`config.mk`:
```
export PLATFORM = sky130hd
export DESIGN_NAME = atm_pin_entry
export DESIGN_NICKNAME = d
export VERILOG_FILES = /design/src/rtl/atm_pin_entry.sv
export SDC_FILE = /design/constraint.sdc
export NUM_CORES = 1
export LEC_CHECK = 0
export ABC_AREA = 1
export ABC_CLOCK_PERIOD_IN_PS = 1930
export CAP_MARGIN = 20
export CORE_UTILIZATION = 52
export CTS_CLUSTER_SIZE = 10
export DETAILED_ROUTE_END_ITERATION = 6
export PLACE_DENSITY_LB_ADDON = 0.25
export REMOVE_ABC_BUFFERS = 1
export SKIP_CTS_REPAIR_TIMING = 1
export SLEW_MARGIN = 20
export SYNTH_ARGS = -nofsm -noshare
export SYNTH_HDL_FRONTEND = slang
export SYNTH_SLANG_ARGS = --single-unit
```
`constraint.sdc`:
```
create_clock -name clk -period 1.93 [get_ports clk]
set_clock_uncertainty 0.2 [all_clocks]
set_input_delay 0.386 -clock clk [delete_from_list [all_inputs] [get_ports clk]]
set_output_delay 0.386 -clock clk [all_outputs]
set_load 0.03 [all_outputs]
```
`src/rtl/atm_pin_entry.sv`:
```
// atm_pin_entry
//   Front-end of the ATM controller. Latches the card's account number on card
//   insertion, collects a 4-digit BCD PIN from the keypad (digits, backspace,
//   clear, enter, cancel), hands acc_num/pin to the authenticator and reacts to
//   its verdict. Too many rejections retain the card and lock until reset.
//
//   Optional feature: define ATM_PIN_TIMEOUT_EN to enable the COLLECT
//   inactivity timer (TIMEOUT_CYCLES). Without it COLLECT waits indefinitely.
//
// Parameters
//   TIMEOUT_CYCLES  inactivity limit in COLLECT, clk cycles (>= 2)
//   MAX_ATTEMPTS    rejected submissions before lock (1..7)
// Ports
//   clk, rst        clock, asynchronous active-low reset
//   card_in         card present level
//   card_acc[3:0]   account number from card
//   key_valid       one-cycle key strobe, key_code[3:0] valid with it
//   auth_done       one-cycle verdict strobe, auth_ok sampled with it
//   acc_num[3:0]    latched account number
//   pin[15:0]       packed BCD PIN, first digit in [15:12]
//   pin_valid       high in SUBMIT
//   digit_count     digits entered (0..4)
//   attempts        rejected submissions this session
//   session_ok      high in SESSION
//   locked          high in LOCKED
//   card_eject      one-cycle eject pulse (coincides with EJECT state)
//   state[2:0]      IDLE=0 COLLECT=1 SUBMIT=2 SESSION=3 EJECT=4 LOCKED=5

module atm_pin_entry #(
  parameter int TIMEOUT_CYCLES = 1000,
  parameter int MAX_ATTEMPTS   = 3
) (
  input  logic        clk,
  input  logic        rst,
  input  logic        card_in,
  input  logic [3:0]  card_acc,
  input  logic        key_valid,
  input  logic [3:0]  key_code,
  input  logic        auth_done,
  input  logic        auth_ok,
  output logic [3:0]  acc_num,
  output logic [15:0] pin,
  output logic        pin_valid,
  output logic [2:0]  digit_count,
  output logic [2:0]  attempts,
  output logic        session_ok,
  output logic        locked,
  output logic        card_eject,
  output logic [2:0]  state
);

  typedef enum logic [2:0] {
    S_IDLE    = 3'd0,
    S_COLLECT = 3'd1,
    S_SUBMIT  = 3'd2,
    S_SESSION = 3'd3,
    S_EJECT   = 3'd4,
    S_LOCKED  = 3'd5
  } state_e;

  localparam logic [3:0] K_CLEAR  = 4'hA;
  localparam logic [3:0] K_BSP    = 4'hB;
  localparam logic [3:0] K_ENTER  = 4'hC;
  localparam logic [3:0] K_CANCEL = 4'hD;

  // Parameter sanity, caught at elaboration.
  if (TIMEOUT_CYCLES < 2) begin : g_bad_timeout
    $error("atm_pin_entry: TIMEOUT_CYCLES must be >= 2");
  end
  if (MAX_ATTEMPTS < 1 || MAX_ATTEMPTS > 7) begin : g_bad_attempts
    $error("atm_pin_entry: MAX_ATTEMPTS must be in 1..7");
  end

  state_e     st;
  logic       card_in_q;
  // Card edges are only honoured once card_in has been seen low since reset,
  // so a card left in the slot across a reset is not re-accepted.
  logic       card_arm;
  logic       key_dig;
  logic       key_acc;    // 0x0..0xD: accepted keys, restart the timer
  logic       tmo_hit;
  logic [2:0] att_nxt;

  assign key_dig = key_valid && (key_code <= 4'd9);
  assign key_acc = key_valid && (key_code <= K_CANCEL);
  assign att_nxt = attempts + 3'd1;
  assign state   = st;

`ifdef ATM_PIN_TIMEOUT_EN
  localparam int TW = $clog2(TIMEOUT_CYCLES);
  localparam logic [TW-1:0] TMO_LAST = TW'(TIMEOUT_CYCLES - 1);

  logic [TW-1:0] tmr;

  // Held at zero outside COLLECT so every entry to COLLECT starts fresh;
  // saturates at the terminal count instead of wrapping.
  always_ff @(posedge clk or negedge rst) begin
    if (!rst)                          tmr <= '0;
    else if (st != S_COLLECT || key_acc) tmr <= '0;
    else if (tmr != TMO_LAST)          tmr <= tmr + 1'b1;
  end

  assign tmo_hit = (st == S_COLLECT) && !key_acc && (tmr == TMO_LAST);
`else
  assign tmo_hit = 1'b0;
`endif

  always_ff @(posedge clk or negedge rst) begin
    if (!rst) begin
      st          <= S_IDLE;
      card_in_q   <= 1'b0;
      card_arm    <= 1'b0;
      acc_num     <= '0;
      pin         <= '0;
      pin_valid   <= 1'b0;
      digit_count <= '0;
      attempts    <= '0;
      session_ok  <= 1'b0;
      locked      <= 1'b0;
      card_eject  <= 1'b0;
    end else begin
      card_in_q  <= card_in;
      card_eject <= 1'b0;
      if (!card_in) card_arm <= 1'b1;

      case (st)
        S_IDLE: begin
          if (card_in && !card_in_q && card_arm) begin
            acc_num     <= card_acc;
            pin         <= '0;
            digit_count <= '0;
            attempts    <= '0;
            st          <= S_COLLECT;
          end
        end

        S_COLLECT: begin
          // Card removal beats any same-cycle key or timeout.
          if (!card_in) begin
            pin         <= '0;
            digit_count <= '0;
            attempts    <= '0;
            st          <= S_IDLE;
          end else if (key_acc) begin
            if (key_dig) begin
              if (digit_count < 3'd4) begin
                pin         <= {pin[11:0], key_code};
                digit_count <= digit_count + 3'd1;
              end
            end else begin
              case (key_code)
                K_CLEAR: begin
                  pin         <= '0;
                  digit_count <= '0;
                end
                K_BSP: begin
                  if (digit_count != 3'd0) begin
                    pin         <= {4'h0, pin[15:4]};
                    digit_count <= digit_count - 3'd1;
                  end
                end
                K_ENTER: begin
                  if (digit_count == 3'd4) begin
                    pin_valid <= 1'b1;
                    st        <= S_SUBMIT;
                  end
                end
                default: begin  // K_CANCEL
                  pin         <= '0;
                  digit_count <= '0;
                  card_eject  <= 1'b1;
                  st          <= S_EJECT;
                end
              endcase
            end
          end else if (tmo_hit) begin
            pin         <= '0;
            digit_count <= '0;
            card_eject  <= 1'b1;
            st          <= S_EJECT;
          end
        end

        S_SUBMIT: begin
          if (!card_in) begin
            pin         <= '0;
            digit_count <= '0;
            attempts    <= '0;
            pin_valid   <= 1'b0;
            st          <= S_IDLE;
          end else if (auth_done) begin
            pin_valid <= 1'b0;
            if (auth_ok) begin
              session_ok <= 1'b1;
              st         <= S_SESSION;
            end else begin
              attempts <= att_nxt;
              if (att_nxt == 3'(MAX_ATTEMPTS)) begin
                locked <= 1'b1;
                st     <= S_LOCKED;
              end else begin
                pin         <= '0;
                digit_count <= '0;
                st          <= S_COLLECT;
              end
            end
          end
        end

        S_SESSION: begin
          if (!card_in) begin
            pin         <= '0;
            digit_count <= '0;
            attempts    <= '0;
            session_ok  <= 1'b0;
            st          <= S_IDLE;
          end
        end

        S_EJECT: begin
          pin         <= '0;
          digit_count <= '0;
          st          <= S_IDLE;
        end

        S_LOCKED: begin
          // Card retained; only reset leaves this state.
        end

        default: st <= S_IDLE;
      endcase
    end
  end

endmodule
```
==> flow_summary.yaml <==
detailed_routing:
  totalWireLength_um: 7684
  num_vias: 2740
  drtAntennaViolNets: 0
  wl_met1_um: 3046
  dr.first_iter.drc_count: 241
  wl_met3_um: 801
  drc_errors: 5
  topRoutingLayerUsed: "met4"
  wl_per_cell_um: 15.98
  viasPerCell: 5.696
  wl_met2_um: 3566
  firstDrtPassIters: 7
setup_path:
  crit_start: "key_code[0]"
  crit_type: "input pin to flip-flop"
  critPathArrivalTime_ps: 2020
  cp_max_fo: 4
  critical-path-slowest-cell: "clkdlybuf4s50_1"
  cp_common_cell: "nand2_1"
  max_stage_delay_ps: 480
  cp-start-kind: "input pin"
  end_kind: "flip-flop"
  worstPathRequired_ps: 1960
  r2r_cells: 13
  reg2reg_from: "attempts[1]"
  worstPathCellList: "clkdlybuf4s50_1, nor2_1, buf_4, nand3_1, o21ai_0, nand2_1, nand3_1, nand2_1, nand2_1"
sta:
  drv_slew: 0
  tightest_slew_ps: 453.6
  fin_crit_sh_pct: 103.1
  hold_viol_final: 0
  fin_tns_setup_ps: -150.8
  max_slew_margin_pct: 69.76
  setup_viol: 5
  max_freq_mhz: 502.6
  rsz0062_at_grt: "true"
  min_period_ps: 1990
  fin_ws_ps: -59.83
job:
  maxCapViolCount: 0
power:
  cellLeakagePower_nw: 2.305
  ir_drop_uv: 708.1
  total_power_mw: 3.556
  power_density_mw_per_mm2: 1001
status:
  status: "complete, but fails checks"
  violations: "design-rule violations, negative setup slack"
yosys:
  synth-edff-count: 0
  synth_seq_cells: 35
  synth_top_area_share_pct: 37.82
  yosys_warnings: 0
  synth.area.top_cells: "dfrtp_1 38%, nand2_1 18%, nand3_1 5.8%, nor2_1 5.7%, inv_1 4.7%"
  synth_commonest_cells: "114 x nand2_1, 35 x dfrtp_1, 35 x nor2_1"
  synth_flop_cell: "dfrtp_1"
  synth_async_sr_flop_share_pct: 100.0
  syn_area_sq_mm: 0.002316
  synth_top_area_cell: "dfrtp_1"
  synth_area_per_cell_sq_um: 7.082
  synth_most_common_cell: "nand2_1"
  synthCells: 327
  synthDistinctLibCells: 31
  synth-seq-area-share_pct: 37.82
floorplan:
  row_count: 23
  ios: 47
  die_area_sq_mm: 0.004725
  fp.coreArea_sq_mm: 0.004144
  die_y_um: 68.74
  start_util_pct: 55.89
  die_w_um: 68.74
global_routing:
  grt_pass1_vias: 2307
  antenna_found_initial: 0
  gr-total-overflow: 0
  grtUsageTotal_pct: 29.79
  grt_max_degree: 36
  grt_pass1_wl_um: 10320
layout:
  final_nets: 449
  drive_gt1_share_pct: 30.39
  diodes: 0
  utilization_pct: 85.75
  area.growth.synth_to_final_pct: 53.43
min_path:
  hp-start: "locked"
  hp-class: "flip-flop to flip-flop"
  holdPathStages: 2
clock_tree:
  cts_buffers: 5
  clk_pin_slew_ps: 70
  cts_buffer_depth: 2
  htree_levels: 2
  cts_tree: "yes"
  cts_sinks: 35
  insertion_delay_ps: 290
  cts-root-buf: "clkbuf_8"
placed_design:
  gp_congestion: 0.9854
  port_buffers: 46
  place_hpwl_um: 4740
==> worst paths after layout <==
kind / end / slack, ps
min in group asynchronous: pin[3] / 460
setup / recovery: state[0] / -60
hold / removal: locked / 260
max in group asynchronous: state[1] / 750
setup reg to reg: pin[1] / -10
hold reg to reg: locked / 260
==> per-layer routing <==
layer | GRT usage [%] | vias up
met3 | 7.072 | 45
met4 | 9.439 | 0
met1 | 40.04 | 1254
met5 | 0 | -
met2 | 47.06 | 199
li1 | - | 1242
==> cells by family after synthesis <==
family	Yosys count	synth area share, %
compound gates	19	4.484
flops	35	37.82
fa+ha+maj	5	2.701
xor+xnor	1	0.3782
buf+inv	44	8.211
mux	4	1.945
simple gates	219	44.46
==> power breakdown <==
group | total [mW] | internal (mW) | leakage, nW | switching [mW]
sequential | 0.926 | 0.843 | 0.463 | 0.0837
combinational | 2.10 | 0.892 | 1.79 | 1.21
clock | 0.525 | 0.247 | 0.0477 | 0.278
==> sequential cells by signal (all words and copies together) (netlist names) <==
signal       count
state            3
card_in_q        1
card_eject       1
session_ok       1
digit_count      3
card_arm         1
pin             16
locked           1
pin_valid        1
attempts         3
acc_num          4
==> cell type report <==
type,instances,area [sq um]
flip-flops and latches,35,875.8
clock inverters,3,15.01
repair buffers,106,1055
multi-input cells,248,1343
clock buffers,5,68.82
fillers,236,590.6
inverters,34,133.9
well taps,50,62.56
==> cells in the final DEF (no fill, tap or decap), drive strengths merged, types with 3 or more instances in the layout <==
| cell | n |
|---|---|
| inv | 33 |
| nand4 | 12 |
| nand3 | 32 |
| clkinv | 3 |
| nor2 | 44 |
| dfrtp | 35 |
| dlymetal6s2s | 35 |
| buf | 60 |
| nand2 | 127 |
| ha | 5 |
| clkdlybuf4s50 | 10 |
| clkbuf | 5 |
| nor3 | 3 |
| mux2 | 4 |
| o21ai | 15 |
==> critical path, delay by kind of cell <==
kind / cells / cell delay, ps
simple gates: 6 / 840
buf+inv: 2 / 620
compound gates: 1 / 150
==> metrics by stage <==
step	worst slack [ps]	std cells	instance area (sq um)	hold slack, ps
2_1_floorplan	-296.5	317	2256	-109.6
3_3_place_gp	-654.6	465	3177	245.5
3_5_place_dp	-717.5	465	3177	249.4
4_1_cts	-406.5	473	3261	-62.13
5_1_grt	-104.3	481	3553	292.6
6_report	-59.83	481	3553	257.9
Note: power is estimated with default switching activity, not from simulation.
==> edit 1: new RTL, same flow settings <==
Put one more register stage on the output `state`, without a reset. The value now appears one clock later. The other outputs are not delayed to match. Comments in the files are not updated.
--- a/src/rtl/atm_pin_entry.sv
+++ b/src/rtl/atm_pin_entry.sv
@@ -86,3 +86,5 @@
   assign att_nxt = attempts + 3'd1;
-  assign state   = st;
+  always_ff @(posedge clk) begin
+    state <= st;
+  end
 
Behaviour: not the same (a bounded check fails within 4 cycles, from zero or initial values and one cycle with rst low).
==> edit 1 against the unedited design <==
The run ends with setup timing left. Cell area rose by 2.1%. Hold slack improved by 0.011 ns. Worst setup slack improved by 0.036 ns. First-iteration DRC count rose by 14%. Power up 18%. Area after synthesis grew 1.8%. Routed wire length is 3.6% lower. Non-clock buffer count rose by 2. Sequential cell count grew 3. Highest routed layer unchanged.
==> edit 1: results (changes against the unedited design) <==
* P_leak at 2.29 nW (-0.74%)
* Worst r2r dst: pin[8]
* Vias at 2,713 (-0.99%)
* M3 GR Usage at 4.94% (-2.1 points)
* CP max stage delay at 0.50 ns (+0.02 ns)
* Initial antenna violation count at 0 (unchanged)
* Seq/Total Area, Yosys at 39.7% (+1.9 points)
* First-pass GRT wire length at 10,500 um (+2.1%)
* Drt initial violations at 274 (+14%)
* Post-synthesis async set-or-reset flop share at 92.1% (-7.9 points)
* GP Congestion at 0.931 (-5.6%)
* Worst Hold Endpoint: state[1]
* Layout cells sized above 1 at 27.0% (-3.4 points)
* Synth unique cells at 29 (-6.5%)
* Reg2reg path depth at 10 (-3)
* Synth top area cells: dfrtp_1, nand2_1, nor2_1, nand3_1, inv_1
* CTS root buf: clkbuf_8
* Slowest library cell on the worst path: clkdlybuf4s50_1
* Mean Syn Cell Area at 7.17 um2 (+1.2%)
* Hold Crit Depth at 0 (-2)
* Reg-to-reg startpoint: st[1]
* Pin count of the biggest net entering global routing at 20 (-44%)
* M1 GR Usage at 33.6% (-6.4 points)
* Post-synth top flop: dfrtp_1
* Biggest regs: pin: 16 flops, acc_num: 4 flops
* Vias per inst at 5.58 (-2.0%)
* Min Hold Slack at 0.269 ns (+0.0106 ns)
* Final Setup Violations at 9 (+4)
* Failing checks: setup timing
* Hold path start: st[1]
* Worst VDD drop at 0.583 mV (-18%)
* Met2 global-route usage at 47.6% (+0.51 points)
* Vias in the first global route at 2,398 (+3.9%)
* Later-pin clock latency in the skew report at 0.30 ns
* Actual slew at the worst max-slew pin at 0.447 ns (-0.00683 ns)
* Commonest cells in the netlist: nand2_1, nor2_1, dfrtp_1
* Worst slack at placement at -0.528 ns (+0.190 ns)
* Status: finished, violations left
* H-tree depth at 2 (unchanged)
* Fill cells at 260 (+10%)
* Final HPWL from detailed placement at 4640 um (-2.2%)
* Crit-path max FO at 5 (+1)
* # nets final at 452 (+0.67%)
* Pre-Repair DR Iteration Count at 5 (-2)
* CP delay by family, top: buffers and inverters
* Setup ws final at -0.0242 ns (+0.0356 ns)
* Placed Cells at 467 (+0.43%)
* Yosys warns at 0 (unchanged)
* Total Routing Usage GR at 27.3% (-2.5 points)
* Clock Pin Slew Worst Setup and Hold Paths at 0.08 ns
* Drt wl/cell at 15.2 um (-4.6%)
* FF-to-FF setup slack at 0.04 ns (+0.05 ns)
## edit 1: final cells by class
type | count | area [um2] | area share [%]
multi-input cells | 247 | 1290 | 35.7
well taps | 52 | 65.1 | 1.79
inverters | 33 | 126 | 3.48
clock buffers | 7 | 86.3 | 2.38
clock inverters | 1 | 30.0 | 0.828
flip-flops and latches | 38 | 938 | 25.9
repair buffers | 108 | 1090 | 30.0
## edit 1: worst max path at each step
| stage | startpoint | end | slack (ns) | cells after the start |
|---|---|---|---|---|
| finish | key_valid | pin[8] | -0.02 | 10 |
| global route | key_valid | pin[14] | -0.07 | 10 |
| CTS | card_in | digit_count[1] | -0.22 | 8 |
| detailed placement | card_in | pin[6] | -0.53 | 9 |
| global placement | card_in | pin[2] | -0.44 | 8 |
| floorplan | digit_count[0] | digit_count[1] | -0.19 | 8 |
## edit 1: per-layer routing
metal  part of all wire, %  vias up  wire length, um
met4                   4.7        0              349
met3                   8.7       41              641
li1                      -     1246                -
met1                    37     1256             2720
met2                    50      170             3700
met5                     0        -                0
## edit 1: logic make-up (layout without fill, tap and decap cells)
logic type | Yosys count | in the layout | share of synthesized area, %
AND/OR/NAND/NOR | 220 | 220 | 42.4
buffers and inverters | 44 | 149 | 8.70
flip-flops | 38 | 38 | 39.7
AO/OA/AOI/OAI | 16 | 16 | 3.87
adder cells (fa/ha/maj) | 5 | 5 | 2.65
multiplexers | 4 | 4 | 1.91
XOR/XNOR | 2 | 2 | 0.743
## edit 1: worst reg2reg max path, cell delays in order, from the launching register on
cell and delay (ns):
dfrtp_2 0.45, inv_2 0.12, nand2_1 0.09, nor2_2 0.17, nand2_1 0.10, nor2_1 0.21, nor2_4 0.06, nand3_4 0.14
clkbuf_16 0.18, nand2_1 0.06, nand2_1 0.07
## edit 1: power by group
group	leakage [nW]	total, mW	switching, mW	internal (mW)
registers	0.487	1.03	0.104	0.930
clock network	0.0585	0.708	0.286	0.421
logic	1.74	2.44	1.34	1.10
total	2.29	4.18	1.73	2.45
## edit 1: through the flow
stage	utilization [%]	TNS, ns	instance area, um2
after detailed placement	73.6	-12.07	3210
after CTS	76.3	-4.11	3320
after global placement	73.6	-10.23	3210
after floorplan	-	-3.50	2280
final	83.3	-0.0982	3630
after global routing	83.3	-0.889	3630
==> edit 2: new RTL, config.mk and constraints unchanged <==
Without the edit above. The option `ATM_PIN_TIMEOUT_EN` is turned on by a define.
--- a/src/rtl/atm_pin_entry.sv
+++ b/src/rtl/atm_pin_entry.sv
@@ -28,2 +28,4 @@
 
+`define ATM_PIN_TIMEOUT_EN
+
 module atm_pin_entry #(
Function: same outputs for any inputs over 4 cycles, from zero or initial values and one cycle with rst low; that may be too few to reach the edited logic, so the function may still have changed.
==> edit 2 against the unedited design <==
Area after synthesis is 18% higher. Die area increased by 17%. Non-clock buffer count decreased by 6. Routed wire length down 6.5%. Power rose by 15%. Worst setup slack better by 0.075 ns. Cell area grew 12%. Sequential cell count up 10.
==> edit 2: results (changes against the unedited design) <==
* H-tree depth at 2 (unchanged)
* Clock Pin Slew Worst Setup and Hold Paths at 0.09 ns (+0.02 ns)
* Total Routing Usage GR at 24.7% (-5.1 points)
* Seq/Total Area, Yosys at 41.2% (+3.4 points)
* Cells after Synth at 344 (+5.2%)
* Layout cells sized above 1 at 27.3% (-3.1 points)
* IO Port Bufs at 46 (unchanged)
* Grt ovf at 0 (unchanged)
* Placed Cells at 493 (+6.0%)
* Synth top area cells: dfrtp_1, nand2_1, nor2_1, nand3_1, nand3_2
* Clk sinks at 45 (+29%)
* Drt wl/cell at 14.0 um (-12%)
* Critical path class: register to register
* Antenna diode count at 0 (unchanged)
* Clk buf depth at 2 (unchanged)
* Post-synth top flop: dfrtp_1
* Drt initial violations at 125 (-48%)
* Crit path DAT at 1.96 ns (-0.06 ns)
* DR top layer: met4
* Worst slack at placement at -0.375 ns (+0.343 ns)
* GP Congestion at 0.885 (-10%)
* Pre-Repair DR Iteration Count at 4 (-3)
* Actual slew at the worst max-slew pin at 0.347 ns (-0.106 ns)
* Pint at 2.42 mW (+22%)
* First-pass GRT wire length at 10,400 um (+1.2%)
* Metal3 WL at 235 um (-71%)
* Crit-path max FO at 5 (+1)
* P_leak at 2.47 nW (+7.1%)
* Later-pin clock latency in the skew report at 0.30 ns
* Post-synthesis async set-or-reset flop share at 100% (unchanged)
* Worst VDD drop at 0.674 mV (-4.8%)
* Pin count of the biggest net entering global routing at 46 (+28%)
* Met1 wire length at 3050 um (unchanged)
* Synth unique cells at 34 (+9.7%)
* Biggest regs: pin: 16 flops, tmr: 10 flops, acc_num: 4 flops
* Status: complete, no violations
* # nets final at 462 (+2.9%)
* Initial antenna violation count at 0 (unchanged)
* CTS root buf: clkbuf_8
* Final HPWL from detailed placement at 4600 um (-2.9%)
* Met2 WL at 3800 um (+6.4%)
* Commonest cells in the netlist: nand2_1, dfrtp_1, nor2_1
* Vias in the first global route at 2,404 (+4.2%)
* Vias per inst at 5.14 (-9.8%)
* Non-Filler Instances at 513 (+6.7%)
* DP Area at 3530 um2 (+11%)
-- edit 2: power groups by stage --
stage	Combinational [mW]	Clock (mW)	Sequential, mW
5_1_grt	2.33	0.774	1.20
6_report	2.19	0.731	1.18
4_1_cts	1.73	0.744	1.18
2_1_floorplan	0.792	0	1.40
3_5_place_dp	1.71	0	1.19
3_3_place_gp	1.68	0	1.19
-- edit 2: area by class of cell --
type,count,area (um2)
repair buffers,100,1060
well taps,70,87.6
fillers,340,1090
inverters,33,126
clock buffers,5,68.8
multi-input cells,257,1470
clock inverters,3,43.8
flip-flops and latches,45,1130
-- edit 2: cells by family (layout without fill, tap and decap cells) --
logic type,count (synthesis),count (layout),synth area share [%]
DFF,45,45,41.2
muxes,4,4,1.65
AOI/OAI and AO/OA,38,38,8.06
and+or+nand+nor,205,206,37.0
buffers and inverters,43,141,8.34
xor gates and xnor gates,3,3,0.962
adders and majority gates,6,6,2.75
-- edit 2: per-layer routing --
metal | track usage, % | vias up
met4 | 7.76 | 0
met2 | 44.3 | 64
met5 | 0 | -
li1 | - | 1304
met3 | 4.47 | 13
met1 | 29.8 | 1256
-- edit 2: final timing paths --
path                        start       end  slack [ns]  cells after the start
max in group asynchronous     rst  state[0]        0.88                      3
hold / removal             locked    locked        0.28                      1
min in group asynchronous     rst    tmr[7]        0.40                      3
hold reg to reg            locked    locked        0.28                      1
setup / recovery           tmr[0]    pin[0]        0.01                     11
setup reg to reg           tmr[0]    pin[0]        0.01                     11
-- edit 2: critical path, stage by stage, from the launching register on --
cell and delay, ns:
dfrtp_1 0.41, ha_4 0.16, nand2_1 0.04, nor2_1 0.13, nand3_2 0.13, nand3_2 0.11, nand2_2 0.08, nor2_4 0.17
buf_12 0.14, buf_4 0.14, nand3_2 0.07, nand2_1 0.08
